## src/rtl/adc_pwr_pkg.sv

```systemverilog
// Shared state encoding, command codes and helpers for the ADC power/calibration sequencer.
package adc_pwr_pkg;

    localparam int STATE_W = 4;

    typedef enum logic [STATE_W-1:0] {
        ST_OFF       = 4'd0,
        ST_ADC_WARM  = 4'd1,
        ST_ANA_WARM  = 4'd2,
        ST_INIT_WR   = 4'd3,
        ST_INIT_WARM = 4'd4,
        ST_CAL_REQ   = 4'd5,
        ST_CAL       = 4'd6,
        ST_DES_EN    = 4'd7,
        ST_SAMPLING  = 4'd8,
        ST_DIS_IDLE  = 4'd9,
        ST_IDLE      = 4'd10,
        ST_WAKE      = 4'd11,
        ST_DIS_CAL   = 4'd12,
        ST_SHUTDOWN  = 4'd13
    } state_e;

    localparam logic [7:0] CMD_ON    = 8'h4F;  // "O"
    localparam logic [7:0] CMD_OFF   = 8'h6F;  // "o"
    localparam logic [7:0] CMD_SLEEP = 8'h53;  // "S"
    localparam logic [7:0] CMD_WAKE  = 8'h57;  // "W"
    localparam logic [7:0] CMD_CAL   = 8'h43;  // "C"

    // Where each register-write state goes once the serial writer reports completion
    function automatic state_e reg_done_target(input state_e s);
        case (s)
            ST_INIT_WR:  reg_done_target = ST_INIT_WARM;
            ST_DES_EN:   reg_done_target = ST_SAMPLING;
            ST_DIS_IDLE: reg_done_target = ST_IDLE;
            ST_DIS_CAL:  reg_done_target = ST_CAL_REQ;
            default:     reg_done_target = ST_OFF;
        endcase
    endfunction

endpackage

```

## src/rtl/adc_seq_timer.sv

```systemverilog
// Up-counter with synchronous clear and a combinational terminal-count compare.
module adc_seq_timer #(
    parameter int W = 24
) (
    input  logic         Clock,
    input  logic         Reset,
    input  logic         i_clear,
    input  logic [W-1:0] i_terminal,
    output logic         o_hit
);

    logic [W-1:0] r_count;

    // Count up every cycle; restart from zero on reset or clear
    always_ff @(posedge Clock) begin
        if (Reset || i_clear) begin
            r_count <= {W{1'b0}};
        end else begin
            r_count <= r_count + {{(W-1){1'b0}}, 1'b1};
        end
    end

    assign o_hit = (r_count == i_terminal);

endmodule

```

## src/rtl/adc_power_sequencer.sv

```systemverilog
// ADC rail / DES / calibration sequencer with timeouts, retries and a sticky fault.
// Optional periodic recalibration in SAMPLING when ADC_PWR_SEQ_AUTO_RECAL_EN is defined.
module adc_power_sequencer
    import adc_pwr_pkg::*;
#(
    parameter int TIMER_W         = 24,
    parameter int ADC_WARM_CYC    = 256,
    parameter int ANALOG_WARM_CYC = 1048576,
    parameter int INIT_WARM_CYC   = 128,
    parameter int WAKE_CYC        = 128,
    parameter int SHUTDN_CYC      = 256,
    parameter int REG_TIMEOUT_CYC = 65536,
    parameter int CAL_TIMEOUT_CYC = 4194304,
    parameter int CAL_RETRIES     = 2
`ifdef ADC_PWR_SEQ_AUTO_RECAL_EN
    , parameter int RECAL_PERIOD_CYC = 2**23
`endif
) (
    input  logic       Clock,
    input  logic       Reset,
    input  logic       CmdValid,
    input  logic [7:0] Cmd,
    input  logic       OutToADCEnable,
    input  logic       Sleep,
    input  logic       WakeUp,
    input  logic       CalRunning,
    input  logic       RegWriteDone,
    output logic       ADCPower,
    output logic       AnalogPower,
    output logic       PinEnable,
    output logic       RegInitReq,
    output logic       DesEnableReq,
    output logic       DesDisableReq,
    output logic [3:0] State,
    output logic       Sampling,
    output logic       Fault
);

    state_e             r_state;
    state_e             w_next;
    logic [2:0]         r_retries;
    logic [2:0]         w_retries_next;
    logic               r_fault;
    logic               w_fault_next;
    logic [TIMER_W-1:0] w_terminal;
    logic               w_hit;
    logic               w_recal_hit;
    logic               w_cal_event;
    logic               r_adc_power;
    logic               r_analog_power;
    logic               r_reg_init_req;
    logic               r_des_enable_req;
    logic               r_des_disable_req;
    logic               r_sampling;

    wire w_cmd_on    = CmdValid && (Cmd == CMD_ON);
    wire w_cmd_off   = CmdValid && (Cmd == CMD_OFF);
    wire w_cmd_sleep = CmdValid && (Cmd == CMD_SLEEP);
    wire w_cmd_wake  = CmdValid && (Cmd == CMD_WAKE);
    wire w_cmd_cal   = CmdValid && (Cmd == CMD_CAL);

    assign w_cal_event = (r_state == ST_CAL_REQ) ? CalRunning : !CalRunning;

    // Per-state terminal count for the shared dwell / timeout timer
    always_comb begin
        w_terminal = {TIMER_W{1'b1}};
        case (r_state)
            ST_ADC_WARM:  w_terminal = TIMER_W'(ADC_WARM_CYC - 1);
            ST_ANA_WARM:  w_terminal = TIMER_W'(ANALOG_WARM_CYC - 1);
            ST_INIT_WARM: w_terminal = TIMER_W'(INIT_WARM_CYC - 1);
            ST_WAKE:      w_terminal = TIMER_W'(WAKE_CYC - 1);
            ST_SHUTDOWN:  w_terminal = TIMER_W'(SHUTDN_CYC - 1);
            ST_INIT_WR, ST_DES_EN, ST_DIS_IDLE, ST_DIS_CAL:
                          w_terminal = TIMER_W'(REG_TIMEOUT_CYC - 1);
            ST_CAL_REQ, ST_CAL:
                          w_terminal = TIMER_W'(CAL_TIMEOUT_CYC - 1);
            default:      w_terminal = {TIMER_W{1'b1}};
        endcase
    end

    adc_seq_timer #(.W(TIMER_W)) u_state_timer (
        .Clock      (Clock),
        .Reset      (Reset),
        .i_clear    (w_next != r_state),
        .i_terminal (w_terminal),
        .o_hit      (w_hit)
    );

`ifdef ADC_PWR_SEQ_AUTO_RECAL_EN
    logic w_recal_tick;

    adc_seq_timer #(.W(TIMER_W)) u_recal_timer (
        .Clock      (Clock),
        .Reset      (Reset),
        .i_clear    (r_state != ST_SAMPLING),
        .i_terminal (TIMER_W'(RECAL_PERIOD_CYC - 1)),
        .o_hit      (w_recal_tick)
    );

    assign w_recal_hit = w_recal_tick && (r_state == ST_SAMPLING);
`else
    assign w_recal_hit = 1'b0;
`endif

    // Next state, retry count and fault; global shutdown outranks every other event
    always_comb begin
        w_next         = r_state;
        w_retries_next = r_retries;
        w_fault_next   = r_fault;
        if ((r_state != ST_OFF) && (r_state != ST_SHUTDOWN) && (w_cmd_off || !OutToADCEnable)) begin
            w_next = ST_SHUTDOWN;
        end else begin
            case (r_state)
                ST_OFF: begin
                    if (w_cmd_on) begin
                        w_next       = ST_ADC_WARM;
                        w_fault_next = 1'b0;
                    end else begin
                        w_next = ST_OFF;
                    end
                end
                ST_ADC_WARM:  w_next = w_hit ? ST_ANA_WARM : ST_ADC_WARM;
                ST_ANA_WARM:  w_next = w_hit ? ST_INIT_WR : ST_ANA_WARM;
                ST_WAKE:      w_next = w_hit ? ST_DES_EN : ST_WAKE;
                ST_SHUTDOWN:  w_next = w_hit ? ST_OFF : ST_SHUTDOWN;
                ST_INIT_WARM: begin
                    if (w_hit) begin
                        w_next         = ST_CAL_REQ;
                        w_retries_next = 3'd0;
                    end else begin
                        w_next = ST_INIT_WARM;
                    end
                end
                ST_INIT_WR, ST_DES_EN, ST_DIS_IDLE, ST_DIS_CAL: begin
                    if (RegWriteDone) begin
                        w_next         = reg_done_target(r_state);
                        w_retries_next = (r_state == ST_DES_EN) ? 3'd0 : r_retries;
                    end else if (w_hit) begin
                        w_next       = ST_SHUTDOWN;
                        w_fault_next = 1'b1;
                    end else begin
                        w_next = r_state;
                    end
                end
                ST_CAL_REQ, ST_CAL: begin
                    if (w_cal_event) begin
                        w_next = (r_state == ST_CAL_REQ) ? ST_CAL : ST_DES_EN;
                    end else if (w_hit && (r_retries < 3'(CAL_RETRIES))) begin
                        w_next         = ST_DIS_CAL;
                        w_retries_next = r_retries + 3'd1;
                    end else if (w_hit) begin
                        w_next       = ST_SHUTDOWN;
                        w_fault_next = 1'b1;
                    end else begin
                        w_next = r_state;
                    end
                end
                ST_SAMPLING: begin
                    if (w_cmd_sleep || Sleep) begin
                        w_next = ST_DIS_IDLE;
                    end else if (w_cmd_cal || w_recal_hit) begin
                        w_next = ST_DIS_CAL;
                    end else begin
                        w_next = ST_SAMPLING;
                    end
                end
                ST_IDLE:  w_next = (w_cmd_wake || WakeUp) ? ST_WAKE : ST_IDLE;
                default:  w_next = ST_OFF;
            endcase
        end
    end

    // State, bookkeeping and outputs registered from the next-state decode
    always_ff @(posedge Clock) begin
        if (Reset) begin
            r_state           <= ST_OFF;
            r_retries         <= 3'd0;
            r_fault           <= 1'b0;
            r_adc_power       <= 1'b0;
            r_analog_power    <= 1'b0;
            r_reg_init_req    <= 1'b0;
            r_des_enable_req  <= 1'b0;
            r_des_disable_req <= 1'b0;
            r_sampling        <= 1'b0;
        end else begin
            r_state           <= w_next;
            r_retries         <= w_retries_next;
            r_fault           <= w_fault_next;
            r_adc_power       <= (w_next != ST_OFF);
            r_analog_power    <= OutToADCEnable && (w_next != ST_OFF) &&
                                 (w_next != ST_ADC_WARM) && (w_next != ST_SHUTDOWN);
            r_reg_init_req    <= (w_next == ST_INIT_WR);
            r_des_enable_req  <= (w_next == ST_DES_EN);
            r_des_disable_req <= (w_next == ST_DIS_IDLE) || (w_next == ST_DIS_CAL);
            r_sampling        <= (w_next == ST_SAMPLING);
        end
    end

    assign ADCPower      = r_adc_power;
    assign AnalogPower   = r_analog_power;
    assign PinEnable     = r_analog_power;
    assign RegInitReq    = r_reg_init_req;
    assign DesEnableReq  = r_des_enable_req;
    assign DesDisableReq = r_des_disable_req;
    assign State         = r_state;
    assign Sampling      = r_sampling;
    assign Fault         = r_fault;

endmodule
```

## config.mk

```make
export PLATFORM = sky130hd
export DESIGN_NAME = adc_power_sequencer
export DESIGN_NICKNAME = d
export VERILOG_FILES = /design/src/rtl/adc_pwr_pkg.sv /design/src/rtl/adc_seq_timer.sv /design/src/rtl/adc_power_sequencer.sv
export SDC_FILE = /design/constraint.sdc
export NUM_CORES = 1
export LEC_CHECK = 0
export ABC_AREA = 1
export CAP_MARGIN = 20
export CORE_AREA = 2 2 75 77
export DETAILED_ROUTE_END_ITERATION = 10
export DIE_AREA = 0 0 77 79
export GPL_ROUTABILITY_DRIVEN = 1
export GPL_TIMING_DRIVEN = 1
export HOLD_SLACK_MARGIN = 0.03
export PLACE_DENSITY = 0.84
export SYNTH_ARGS = -nofsm -noshare
export SYNTH_HDL_FRONTEND = slang
export SYNTH_HIERARCHICAL = 1
export SYNTH_SLANG_ARGS = --single-unit
export TNS_END_PERCENT = 5
```

## constraint.sdc

```tcl
create_clock -name Clock -period 4.8 [get_ports Clock]
set_input_delay 0.96 -clock Clock [delete_from_list [all_inputs] [get_ports Clock]]
set_output_delay 0.96 -clock Clock [all_outputs]
set_load 0.02 [all_outputs]
```

# Word level (Yosys, flattened, before mapping)
# Memories as Yosys holds them, arrays and structs flattened. A register that Yosys moved wholly into a read port is not among the register bits.
# Index checks and enable logic that the tools add are counted.
# Widths: inputs -> output; s select.
dict set report classes {
  add_sub_neg 2
  magnitude_cmp 1
  eq_ne 36
  muxes 31
  bitwise_logic 1
  n_reduce_logical 27
}
# cell count
set ops {}
lappend ops {{$eq 8x7->1 const B} 5}
lappend ops {{$pmux 4 s10} 1}
lappend ops {{$eq 4x4->1 const B} 9}
lappend ops {{$mux 4} 8}
lappend ops {{$add 24x1->24 const B} 1}
lappend ops {{$eq 24x24->1} 1}
lappend ops {{$mux 3} 7}
lappend ops {{$eq 4x3->1 const B} 5}
lappend ops {{$ne 2x2->1 const B} 8}
lappend ops {{$pmux 4 s4} 1}
lappend ops {{$eq 4x2->1 const B} 3}
lappend ops {{$logic_and 1x1->1} 11}
lappend ops {{$mux 1} 11}
lappend ops {{$pmux 3 s3} 1}
lappend ops {{$ne 4x4->1 const B} 2}
lappend ops {{$reduce_bool 4->1} 2}
lappend ops {{$reduce_and 7->1} 1}
lappend ops {{$reduce_and 6->1} 1}
lappend ops {{$reduce_bool 3->1} 2}
lappend ops {{$logic_or 1x1->1} 5}
lappend ops {{$eq 4x1->1 const B} 1}
lappend ops {{$logic_not 4->1} 1}
lappend ops {{$ne 4x1->1 const B} 1}
lappend ops {{$ne 4x4->1} 1}
lappend ops {{other kinds (8)} 9}
dict set report word_totals {
  ff_bits 38
  mem_bits_ro 272
  input_bits 16
  out_inout_bits 12
  wordCells 109
  memories 1
}
# name depth width read_ports rd_ports_with_merged_regs write_ports line_no
set memory_table {}
lappend memory_table {{(name not given)} 16 17 1 1 0 adc_power_sequencer.sv:67} ;# case (r_state)

# Logic depth before layout (Yosys ltp)
# Gate-level depths: netlist (run 1).
dict set report depth {
  word_depth 10
  mapped_depth 25
  ltp_nobuf 24
}

# Modules after synthesis
# The synthesis (run 1) kept the hierarchy.
# module instances cells_per_inst area_per_inst_um2 seq_area_each_um2
set modules_own_cells {}
lappend modules_own_cells {adc_power_sequencer 1 266 1634.1 380.4}
lappend modules_own_cells {adc_seq_timer 1 275 1577.8 480.5}

# Worst setup path before layout (run 1)
# OpenSTA, ideal clock, no wires.
dict set report synth_timing {
  path_kind {register -> register}
  from {register, netlist name w_terminal[15]}
  to {register u_state_timer.r_count[3]}
  setup_ns 0.058
  arrival_ns 2.744
  required_ns 4.742
  path_slack_ns 1.999
  stages_incl_launch_ff 25
  n_path_buf 1
  period_less_slack_ns 2.801
  cell_sequence {dfxtp_1 -> inv_1 -> nand2_1 -> nand2_1 -> nor2_1 -> nand2_1 -> nor2_1 -> nand2_1 -> nor2_1 -> buf_2 -> inv_1 -> nand2_2 -> nand2_1 -> nor2_1 -> nand2_1 -> nor2_2 -> nand3_2 -> nand2_1 -> nand2_1 -> nor2_1 -> nand2_1 -> nor2_2 -> clkinv_1 -> a21oi_1 -> o21a_1}
}
dict set report synth_between {
  elab_chain_len 8
  word_cells_on_any_way 15
  cone_classes {eq/ne (2); mux (11); reduce/logical (2)}
}
# element line_no
set synth_rtl {}
lappend synth_rtl {{$eq 24x24->1 (*)} adc_seq_timer.sv:23} ;# assign o_hit = (r_count == i_terminal);
lappend synth_rtl {{net w_hit} adc_power_sequencer.sv:46} ;# logic w_hit;
lappend synth_rtl {{$mux 4 / $logic_and 1x1->1 (equally long branches)} {adc_power_sequencer.sv:138, adc_power_sequencer.sv:151, adc_power_sequencer.sv:148}}
lappend synth_rtl {{$mux 4} adc_power_sequencer.sv:148} ;# end else if (w_hit && (r_retries < 3'(CAL_RETRIES))) begin
lappend synth_rtl {{$mux 4} adc_power_sequencer.sv:146} ;# if (w_cal_event) begin
lappend synth_rtl {{$pmux 4 s10 (*)} adc_power_sequencer.sv:113} ;# case (r_state)
lappend synth_rtl {{$mux 4 (*)} adc_power_sequencer.sv:110} ;# if ((r_state != ST_OFF) && (r_state != ST_SHUTDOWN) && (w_cmd_off || !OutToADCEnable)) begin
lappend synth_rtl {{$ne 4x4->1 (*)} adc_power_sequencer.sv:84} ;# .i_clear (w_next != r_state),
lappend synth_rtl {{$logic_or 1x1->1 (*)} adc_seq_timer.sv:16} ;# if (Reset || i_clear) begin
lappend synth_rtl {{end signal, assigned} adc_seq_timer.sv:17} ;# r_count <= {W{1'b0}};
lappend synth_rtl {{end signal, assigned} adc_seq_timer.sv:19} ;# r_count <= r_count + {{(W-1){1'b0}}, 1'b1};
lappend synth_rtl {{end, declared} adc_seq_timer.sv:12} ;# logic [W-1:0] r_count;
# Mark *: on every way through the listed nets, which the timed path passes. The rest lies on a longest branch.
# A chain may end at the register's enable or synchronous reset.

# Worst setup path after layout (run 1)
dict set report layout_timing {
  from {register, netlist name w_terminal[15]}
  to {register u_state_timer.r_count[3]}
}
dict set report layout_between {
  elab_chain_len 8
  word_cells_on_any_way 15
  cone_classes {eq/ne (2); mux (11); reduce/logical (2)}
}
# element line_no
set layout_rtl {}
lappend layout_rtl {{$eq 24x24->1 (*)} adc_seq_timer.sv:23}
lappend layout_rtl {{net w_hit} adc_power_sequencer.sv:46}
lappend layout_rtl {{$mux 4 / $logic_and 1x1->1 (equally long branches)} {adc_power_sequencer.sv:138, adc_power_sequencer.sv:151, adc_power_sequencer.sv:148}}
lappend layout_rtl {{$mux 4} adc_power_sequencer.sv:148}
lappend layout_rtl {{$mux 4} adc_power_sequencer.sv:146}
lappend layout_rtl {{$pmux 4 s10 (*)} adc_power_sequencer.sv:113}
lappend layout_rtl {{$mux 4 (*)} adc_power_sequencer.sv:110}
lappend layout_rtl {{$ne 4x4->1 (*)} adc_power_sequencer.sv:84}
lappend layout_rtl {{$logic_or 1x1->1 (*)} adc_seq_timer.sv:16}
# Marks and branches as above.

==> results of run 1 <==
==> synth_stat cells (all sizes together) (2+ instances only) <==
library cell and number:
xor2 4, a21oi 23, buf 5, nand3 43, nor2 104, clkinv 3
xnor2 7, o21ai 22, nand2 179, nor3 10, ha 6, dfxtp 43
o21a 2, inv 80, nand4 6
==> path summary, 6_finish.rpt <==
kind	from	to	slack, ns	cells past startpoint
max	w_terminal[15]	u_state_timer/r_count[3]	0.61	23
min	Fault	Fault	0.46	2
max reg2reg	w_terminal[15]	u_state_timer/r_count[3]	0.61	23
min reg2reg	Fault	Fault	0.46	2
==> final cells by class <==
type	instances	area [µm²]	area share
clock buffer	8	100	0.0271
inverter	83	312	0.0843
multi-input combinational	423	2060	0.558
sequential	43	861	0.233
tap	72	90.1	0.0244
timing repair buffer	27	270	0.0732
==> power by group through the flow <==
stage,sequential [mW],clock (mW),combinational [mW]
after floorplan,0.491,0,0.604
after global placement,0.488,0,0.781
after detailed placement,0.491,0,0.795
after CTS,0.482,0.254,0.802
after global routing,0.493,0.270,0.907
final,0.483,0.251,0.804
==> state kept, by name (all words and copies together) (netlist names) <==
name,flops
State,4
w_terminal,5
u_state_timer/r_count,24
Fault,1
r_retries,3
DesDisableReq,1
AnalogPower,1
RegInitReq,1
Sampling,1
ADCPower,1
DesEnableReq,1
==> routing by layer <==
metal / GRT usage / share of wire / wire length [µm] / vias up
li1: - / - / - / 1740
met1: 0.369 / 0.49 / 3740 / 1461
met2: 0.417 / 0.44 / 3340 / 99
met3: 0.0386 / 0.057 / 431 / 15
met4: 0.0768 / 0.013 / 100 / 0
met5: 0 / 0 / 0 / -
==> logic make-up (layout without fill, tap and decap cells) <==
group	count (synthesis)	in the layout	synth area share
xor gates and xnor gates	11	11	0.0300
and+or+nand+nor	344	344	0.492
adders and majority gates	6	6	0.0234
other	1	14	0.00117
AOI/OAI and AO/OA	48	48	0.0795
buffers and inverters	88	118	0.106
DFF	43	43	0.268
==> critical path: stages, from the launching register on <==
cell	delay [ns]
dfxtp_1	0.63
inv_1	0.10
nand2_1	0.08
nand2_1	0.06
nor2_1	0.11
nand2_1	0.06
nor2_1	0.09
nand2_1	0.06
nor2_1	0.47
inv_1	0.25
nand2_2	0.15
nand2_1	0.05
nor2_1	0.10
nand2_1	0.07
nor2_2	0.14
nand3_2	0.14
nand2_1	0.09
nand2_1	0.05
nor2_1	0.10
nand2_1	0.07
nor2_2	0.49
clkinv_1	0.40
a21oi_1	0.23
o21a_1	0.14
==> stage by stage <==
stage                     std cells  total power, mW  cell area [µm²]  hold slack, ns   util
after detailed placement        648             1.29             3590           0.444  0.673
after CTS                       656             1.54             3690           0.460  0.692
after floorplan                 554             1.10             3260           0.430      -
after global routing            656             1.67             3690           0.467  0.692
final                           656             1.54             3690           0.457  0.692
after global placement          648             1.27             3590           0.436  0.673
==> metrics.yaml, run 1 <==
pwr:
  powerDensity_nw_per_um2: 416
  p_int_mw: 0.836
  ir_drop_uv: 301
  leakage_nw: 1.68
  seq_power_share: 0.314
  power_switching_mw: 0.702
  combPwrFrac: 0.523
  p_clk_frac: 0.163
  netSwitchingFraction: 0.456
drt:
  drc_errors: 0
  drtIter0Drc: 198
  avgViaCountPerCell: 5.05
  dr.pass1.iters: 5
  wl_mm: 7.61
  vias: 3315
  ant_nets: 0
  wl_per_cell_um: 11.6
setup_path:
  cp_max_fo: 16
  cp.arrival_ns: 4.44
  setup.worst_path.start_class: "flip-flop"
  end_kind: "flip-flop"
  cp_data_required_time_ns: 5.05
  critPathKind: "flip-flop to flip-flop"
timing:
  fin_skew_ns: 0.00939
  slew_violations: 0
  timing.final.crit_share: 0.873
  hold_viol_final: 0
  rsz0062_at_grt: "false"
  final-setup-viol-count: 0
  setup_ws_ns: 0.611
  relSlewSlack: 0.600
  min_period_ns: 4.19
  max_freq_mhz: 239
  worst-slew-pin-transition_ns: 0.598
  fin_tns_setup_ns: 0
logic_synthesis:
  yosysUniqueCellTypes: 31
  synth_edf_count: 0
  netlist.area_leader.share: 0.268
  avgSynthCellArea_um2: 5.94
  synth-seq-cells: 43
  synth_area_leaders: "dfxtp_1 (27%), nand2_1 (19%), nor2_1 (9.8%)"
  syn_inst: 541
  async_flop_share: 0
  yosys.area.top_type: "dfxtp_1"
  yosys_warnings: 6
  seq_area_frac_synth: 0.268
  synth_ff_type: "dfxtp_1"
  synth_area_um2: 3210
clock_network:
  cts_resized: 0
  postCtsHoldBufs: 0
  clk_transition_reported_paths_ns: 0.08
  cts_max_level: 2
  cts_tree: "yes"
  cts-buffers-inserted: 5
  post-cts-setup-buffer-count: 0
  cts.sinks: 43
  worstSkewPairLatency_ns: 0.30
  cts_buffer_depth: 2
  root_buffer: "clkbuf_8"
job:
  cap_violations: 0
cells_and_area:
  num-nets-final: 605
  final_cell_mix: "nand2_1 (161), nor2_1 (84), inv_1 (66)"
  drive_above_1_share: 0.122
  antenna_cells: 0
  final_common_cell: "nand2_1"
  fillers: 490
  area_growth_pct: 15.0
floorplan:
  die_area_um2: 6080
  die_h_um: 79
  rows: 27
  die_w_um: 77
  core_area_um2: 5340
  start_util: 0.602
  io_pins: 28
placement:
  io_buffers: 27
  dpl.hpwl_mm: 6.02
  routabilityCongestion: 1.05
  place_ws_ns: 0.759
global_route:
  antenna_found_initial: 0
  grt_util_all_layers: 0.262
  grt_max_degree: 17
  grt_pass1_wl_mm: 13.1
  grt_overflow: 0
  grt_pass1_vias: 2990
worst_hold_path:
  hold_class: "flip-flop to flip-flop"
run_status:
  status: "completed"
Note: power is estimated with default switching activity, not from simulation.
==> run 2, diff against run 1 <==
--- a/config.mk
+++ b/config.mk
@@ -7,13 +7,13 @@
 export LEC_CHECK = 0
 export ABC_AREA = 1
 export CAP_MARGIN = 20
-export CORE_AREA = 2 2 75 77
+export CORE_AREA = 2 2 84 86
 export DETAILED_ROUTE_END_ITERATION = 10
-export DIE_AREA = 0 0 77 79
+export DIE_AREA = 0 0 86 88
 export GPL_ROUTABILITY_DRIVEN = 1
 export GPL_TIMING_DRIVEN = 1
 export HOLD_SLACK_MARGIN = 0.03
-export PLACE_DENSITY = 0.84
+export PLACE_DENSITY = 0.73
 export SYNTH_ARGS = -nofsm -noshare
 export SYNTH_HDL_FRONTEND = slang
 export SYNTH_HIERARCHICAL = 1
==> run 2 against run 1 <==
Clock power up 13%; power up 2.9%; global-route usage down 4.1 points; sequential share of layout area down 0.19 points; worst hold slack better by 0.012 ns; sequential cell count unchanged; via count down 1.3%; combinational power up 1%; sequential power about the same; core utilization down 13 points; critical endpoint is now u_state_timer/r_count[4]; largest power group unchanged.
==> metrics.yaml, run 2 (synthesized netlist as in run 1, its figures left out) <==
pwr:
  seq_power_share: 0.306  # -0.008
  p_clk_frac: 0.179  # +0.016
  p_int_mw: 0.867  # +3.6%
  netSwitchingFraction: 0.453  # -0.00390
  ir_drop_uv: 188  # -38%
  leakage_nw: 1.69  # +0.71%
  combPwrFrac: 0.515  # -0.008
  powerDensity_nw_per_um2: 425  # +2.1%
  power_switching_mw: 0.716  # +2.0%
floorplan:
  die_area_um2: 7570  # +24%
  start_util: 0.483  # -0.118
  io_pins: 28  # unchanged
  die_w_um: 86  # +12%
  rows: 30  # +11%
  core_area_um2: 6640  # +24%
  die_h_um: 88  # +11%
setup_path:
  cp_max_fo: 16  # unchanged
  cp_data_required_time_ns: 5.05  # about the same
  setup.worst_path.start_class: "flip-flop"
  crit_path_frequent_cell: "nand2_1"
  cp_num_buf_inv: 4  # +1
  slowest_stage: "dfxtp_1"
  crit_chain: "inv_1 > nand2_1 > nand2_1 > nor2_1 > nand2_1 > nor2_1 > nand2_1 > nor2_1 > inv_1 > nand2_2 > nand2_1 > nor2_1 > nand2_1 > nor2_2 > nand3_2 > nand2_1 > nand2_1 > nor2_1 > nand2_1 > nor2_2 > buf_4 > clkinv_1 > a21oi_1 > o21a_1"
  setup.worst_path.start: "w_terminal[15]"
  end_kind: "flip-flop"
  reg2reg_to: "u_state_timer/r_count[4]"
  critical_path.top_delay_family: "simple AND/OR/NAND/NOR gates"
  r2r_slack_ns: 0.92  # +0.31 ns
  rr_worst_depth: 24  # +4.3%
  slowest_delay_ns: 0.61  # -0.02 ns
  critPathKind: "flip-flop to flip-flop"
  cp.arrival_ns: 4.12  # -0.32 ns
  reg2reg_from: "w_terminal[15]"
timing:
  slew_violations: 0  # unchanged
  setup_ws_ns: 0.924  # +0.313 ns
  rsz0062_at_grt: "false"
  timing.final.crit_share: 0.808  # -0.0651
  relSlewSlack: 0.521  # -0.0794
  min_period_ns: 3.88  # -0.313 ns
  max_freq_mhz: 258  # +8.1%
  final-setup-viol-count: 0  # unchanged
  hold_ws_ns: 0.469  # +0.0117 ns
  fin_skew_ns: 0.00922  # -0.000165 ns
  hold_viol_final: 0  # unchanged
  fin_tns_setup_ns: 0  # unchanged
  worst-slew-pin-transition_ns: 0.716  # +0.119 ns
global_route:
  antenna_found_initial: 0  # unchanged
  grt_pass1_wl_mm: 13.6  # +3.6%
  grt_max_degree: 17  # unchanged
  grt_overflow: 0  # unchanged
  grtUsageMet2: 0.406  # -0.0107
  grt_util_all_layers: 0.221  # -0.0407
  use_met3: 0.0302  # -0.00848
  grt_pass1_vias: 3045  # +1.8%
  top_usage_layer: "met2"
  gr-usage-met1: 0.268  # -0.101
cells_and_area:
  antenna_cells: 0  # unchanged
  final_cells: 665  # +1.4%
  area_growth_pct: 15.9
  num-nets-final: 606  # +0.17%
  largest_register: "u_state_timer/r_count"
  drive_above_1_share: 0.125  # +0.00321
  largest_reg_flops: 24  # unchanged
  fillers: 697  # +42%
  final_common_cell: "nand2_1"
  post-route-util: 0.560  # -0.132
  final_cell_mix: "nand2_1 (161), nor2_1 (84), inv_1 (66)"
drt:
  vias: 3271  # -1.3%
  ant_nets: 0  # unchanged
  wl_per_cell_um: 11.9  # +2.3%
  dr.pass1.iters: 4  # -1
  wl_mm: 7.89  # +3.7%
  avgViaCountPerCell: 4.92  # -2.7%
  drtIter0Drc: 173  # -13%
  drc_errors: 0  # unchanged
clock_network:
  worstSkewPairLatency_ns: 0.30  # about the same
  post-cts-setup-buffer-count: 0  # unchanged
  cts.sinks: 43  # unchanged
  cts_max_level: 2  # unchanged
  clk_transition_reported_paths_ns: 0.09  # about the same
  cts-buffers-inserted: 5  # unchanged
  cts_buffer_depth: 2  # unchanged
  postCtsHoldBufs: 0  # unchanged
  root_buffer: "clkbuf_8"
  cts_resized: 0  # unchanged
  cts_tree: "yes"
placement:
  dpl.hpwl_mm: 6.40  # +6.4%
  dpl.cell_count: 657  # +1.4%
  routabilityCongestion: 0.983  # -6.6%
  io_buffers: 27  # unchanged
  place_ws_ns: 1.09  # +0.326 ns
worst_hold_path:
  min_delay_path_depth: 2  # unchanged
  min_to: "Fault"
  min-delay-start: "Fault"
  hold_class: "flip-flop to flip-flop"
job:
  cap_violations: 0  # unchanged
run_status:
  status: "completed"
[run 2: changes by cell type in the layout (fill, tap and decap cells not counted), sizes merged]
cell / change
clkbuf: -3
clkinv: +2
buf: +1
bufinv: +1
[run 2: routing by layer]
metal	wire (µm)	share of wire	vias up
met5	0	0	-
met4	65	0.0082	0
met3	264	0.033	6
met2	3970	0.50	62
met1	3590	0.46	1461
li1	-	-	1742
[run 2: metrics by stage]
stage / instance area, µm² / power (mW)
2_1_floorplan: 3260 / 1.10
3_3_place_gp: 3610 / 1.29
3_5_place_dp: 3610 / 1.30
4_1_cts: 3720 / 1.59
5_1_grt: 3720 / 1.71
6_report: 3720 / 1.58
[run 2: worst max path at each step]
stage / to / slack [ns] / cells past startpoint
after floorplan: u_state_timer/r_count[3] / 2.00 / 24
final: u_state_timer/r_count[4] / 0.92 / 24
after CTS: u_state_timer/r_count[4] / 1.03 / 24
after detailed placement: u_state_timer/r_count[4] / 1.09 / 24
after global routing: u_state_timer/r_count[4] / 0.48 / 24
after global placement: u_state_timer/r_count[3] / 1.24 / 24
[run 2: layout make-up]
class,count,area [µm²],share of cell area
Sequential cell,43,861,0.231
Multi-Input combinational cell,423,2060,0.553
Tap cell,80,100,0.0269
Timing Repair Buffer,28,278,0.0746
Inverter,83,312,0.0837
Clock inverter,3,43.8,0.0118
Clock buffer,5,68.8,0.0185
[run 2: power by group through the flow]
| stage | clock (mW) | combinational, mW | sequential (mW) |
|---|---|---|---|
| CTS | 0.290 | 0.816 | 0.483 |
| floorplan | 0 | 0.604 | 0.491 |
| finish | 0.284 | 0.815 | 0.484 |
| detailed placement | 0 | 0.813 | 0.491 |
| global placement | 0 | 0.799 | 0.488 |
| global route | 0.304 | 0.918 | 0.491 |
[run 2: worst min-delay path, stage by stage (launching register included)]
cell and delay [ns]:
dfxtp_1 0.33, inv_1 0.05, a21oi_1 0.05
